**src/rtl/prbs8_checker_sat_counter.sv**
```systemverilog
// Saturating up-counter with synchronous clear; a clear coincident with an
// increment leaves the count at one so that error is not lost.
module sat_counter #(
    parameter int WIDTH = 16
) (
    input  logic             clk,
    input  logic             rst,
    input  logic             inc,
    input  logic             clr,
    output logic [WIDTH-1:0] count
);

    logic [WIDTH-1:0] count_r;

    // Count register: clear has priority, increment stops at all-ones.
    always_ff @(posedge clk or posedge rst) begin
        if (rst) begin
            count_r <= {WIDTH{1'b0}};
        end else if (clr) begin
            count_r <= inc ? {{(WIDTH-1){1'b0}}, 1'b1} : {WIDTH{1'b0}};
        end else if (inc && (count_r != {WIDTH{1'b1}})) begin
            count_r <= count_r + {{(WIDTH-1){1'b0}}, 1'b1};
        end else begin
            count_r <= count_r;
        end
    end

    assign count = count_r;

endmodule

```
**config.mk**
```make
export PLATFORM = sky130hd
export DESIGN_NAME = sat_counter
export DESIGN_NICKNAME = d
export VERILOG_FILES = /design/src/rtl/prbs8_checker_sat_counter.sv
export SDC_FILE = /design/constraint.sdc
export NUM_CORES = 1
export LEC_CHECK = 0
export ABC_CLOCK_PERIOD_IN_PS = 2350
export CAP_MARGIN = 20
export CORE_MARGIN = 5
export CORE_UTILIZATION = 40
export DETAILED_ROUTE_END_ITERATION = 6
export PLACE_DENSITY = 0.65
export SLEW_MARGIN = 25
export SYNTH_ARGS = -nofsm -noshare
export SYNTH_HDL_FRONTEND = slang
export SYNTH_SLANG_ARGS = --single-unit
```
**constraint.sdc**
```tcl
create_clock -name clk -period 2.35 [get_ports clk]
set_input_delay 0.705 -clock clk [delete_from_list [all_inputs] [get_ports clk]]
set_output_delay 0.705 -clock clk [all_outputs]
set_load 0.01 [all_outputs]
```
==> flow_metrics.py <==
metrics = {
    "placed_design": {
        "io_buffers": 19,
        "place_hpwl_um": 1640,
        "routabilityCongestion": 0.807,
    },
    "clock_network": {
        "cts-hold-fix-buffers": 0,
        "insertion_delay_ns": 0.28,
        "cts_tree": "done",
        "cts_resized": 0,
        "cts_setup_buffers": 0,
        "path_clk_slew_ns": 0.09,
        "clockBufferDepth": 2,
        "cts_inserted_buffers": 3,
        "cts_max_level": 1,
        "root_buffer": "clkbuf_4",
        "cts.sinks": 16,
    },
    "min_path": {
        "holdPathStages": 1,
        "hold_path_end": "count[0]$_DFFE_PP0P_",
        "hold_class": "flip-flop to flip-flop",
        "min_from": "count[0]$_DFFE_PP0P_",
    },
    "floorplan": {
        "start_util_pct": 41.8,
        "std_cell_rows": 17,
        "die_h_um": 58.1,
        "dieWidth_um": 58.1,
        "core_um2": 2210,
        "die_area_um2": 3370,
        "ios": 20,
    },
    "yosys": {
        "synthTopCellsByArea": "dfrtp_1 43%, a21oi_1 6.0%, o31ai_1 4.9%",
        "synth_most_common_cell": "dfrtp_1",
        "synth_fp_nets": 101,
        "ys_seq_area_share_pct": 43.3,
        "synth_async_sr_flop_share_pct": 100,
        "avgSynthCellArea_um2": 9.63,
        "syn_inst": 96,
        "ys.flop_type": "dfrtp_1",
        "netlist.area_leader.share_pct": 43.3,
        "ys_top_cells_by_count": "16 x dfrtp_1, 11 x a21oi_1, 8 x nand2_1",
        "synth_area_um2": 925,
        "ys_warn_count": 0,
        "ys_types": 31,
        "synth_enable_flop_cells": 0,
        "ys_ff_latch": 16,
        "synth.largest_area_cell": "dfrtp_1",
    },
    "timing": {
        "period_share_pct": 87.5,
        "hold_viol_final": 0,
        "worst_clock_skew_ns": 0.00289,
        "setup_tns_ns": 0,
        "slew_violations": 0,
        "maxSlewHeadroom_pct": 60.9,
        "worst_slew_pin_slew_ns": 0.586,
        "period_needed_ns": 2.06,
        "fmax_mhz": 486,
        "holdWs_ns": 0.561,
        "setup_viol": 0,
        "rsz0062_at_grt": "false",
    },
    "drt": {
        "drt-pass1-iter-count": 4,
        "vias_per_cell": 5.78,
        "ant_nets": 0,
        "wl_um": 2110,
        "num_vias": 855,
        "drt_first_iter_violations": 15,
        "wl_per_cell_um": 14.3,
        "drc": 0,
    },
    "global_route": {
        "grtUsageTotal_pct": 14.3,
        "grt_overflow": 0,
        "grt_pass1_wl_um": 3710,
        "grt_pass1_vias": 814,
        "antenna_found_initial": 0,
        "grt_max_degree": 17,
    },
    "layout": {
        "final.fill_count": 226,
        "antenna_cells": 0,
        "nNetsFinal": 127,
        "largest_reg_flops": 16,
        "area_delta_synth_final_pct": 29.2,
        "final_core_util_pct": 54.0,
        "layout-drive-gt1-share_pct": 10.8,
    },
    "critical_path": {
        "reg2reg_to": "count[1]$_DFFE_PP0P_",
        "cp.buffers_inverters": 1,
        "critPathLaunchType": "flip-flop",
        "crit_arrival_ns": 1.35,
        "cpMaxStageDelayCell": "clkdlybuf4s50_1",
        "reg2reg_depth": 6,
        "cp_data_required_time_ns": 1.64,
        "timing.rr.start": "count[0]$_DFFE_PP0P_",
        "end_kind": "output port",
        "cpLargestDelayFamily": "buffers and inverters",
        "cp_cell_sequence": "clkdlybuf4s50_1",
        "path_max_fanout": 7,
        "worstSetupPathType": "flip-flop to output port",
        "cp_slowest_stage_delay_ns": 0.59,
        "rrSetupSlack_ns": 0.47,
    },
    "job": {
        "cap_violations": 0,
    },
    "power_and_ir_drop": {
        "power_leakage_uw": 0.000452,
        "powerDensity_nw_per_um2": 399,
        "power.total_uw": 477,
        "vdd_drop_max_mv": 0.304,
    },
    "run_status": {
        "status": "finished, final reports clean",
    },
}
-- cell families after synthesis --
family | after synthesis | synth area share, %
mux | 1 | 1.08
xor+xnor | 1 | 0.947
fa+ha+maj | 1 | 1.35
simple gates | 44 | 30.2
buf+inv | 6 | 2.43
flops | 16 | 43.3
compound gates | 27 | 20.7
-- cells in the final DEF (no fill, tap or decap), types with 2 or more instances in the layout --
| master | count |
|---|---|
| a211oi_1 | 2 |
| a21oi_1 | 11 |
| and2_1 | 2 |
| and3_1 | 2 |
| and4_1 | 2 |
| buf_4 | 4 |
| clkbuf_4 | 3 |
| clkdlybuf4s50_1 | 19 |
| dfrtp_1 | 16 |
| inv_1 | 4 |
| nand2_1 | 8 |
| nand3_1 | 4 |
| nand4_1 | 5 |
| nor2_1 | 3 |
| nor3_1 | 2 |
| o21ai_0 | 2 |
| o21ai_1 | 3 |
| o31ai_1 | 6 |
| or3_1 | 5 |
| or4_1 | 5 |
-- through the flow --
stage / area [um2] / worst slack (ns) / instances
6_report: 1190 / 0.294 / 148
2_1_floorplan: 925 / 0.582 / 96
3_3_place_gp: 1170 / 0.127 / 145
3_5_place_dp: 1170 / 0.0747 / 145
5_1_grt: 1190 / 0.225 / 148
4_1_cts: 1190 / 0.266 / 148
-- how the worst max path moves through the flow --
stage / from / to / depth (start not counted)
3_5_place_dp: inc / count[12]$_DFFE_PP0P_ / 5
6_report: count[6]$_DFFE_PP0P_ / count[6] / 1
3_3_place_gp: inc / count[12]$_DFFE_PP0P_ / 5
4_1_cts: count[6]$_DFFE_PP0P_ / count[6] / 1
2_1_floorplan: count[0]$_DFFE_PP0P_ / count[12]$_DFFE_PP0P_ / 5
5_1_grt: count[6]$_DFFE_PP0P_ / count[6] / 1
-- final cells by class --
cell class                      instances  area [um2]  area share [%]
Clock buffer                            3        22.5            1.88
Inverter                                4        15.0            1.26
Multi-Input combinational cell         74         502            42.0
Sequential cell                        16         400            33.5
Tap cell                               28        35.0            2.93
Timing Repair Buffer                   23         220            18.4
-- power by group --
group / internal (uW) / switching [uW] / total, uW / leakage, uW
sequential: 280 / 6.07 / 286 / 0.000220
combinational: 26.0 / 27.8 / 53.8 / 0.000218
clock: 59.3 / 77.5 / 137 / 0.0000138
total: 365 / 111 / 477 / 0.000452
-- per-layer routing --
metal | track usage [%] | vias to the layer above | wire, um
met5 | 0 | - | 0
met4 | 6.95 | 0 | 32
met3 | 2.67 | 4 | 113
met2 | 21.9 | 28 | 992
met1 | 19.2 | 402 | 971
li1 | - | 421 | -
(Power assumes the default switching activity.)
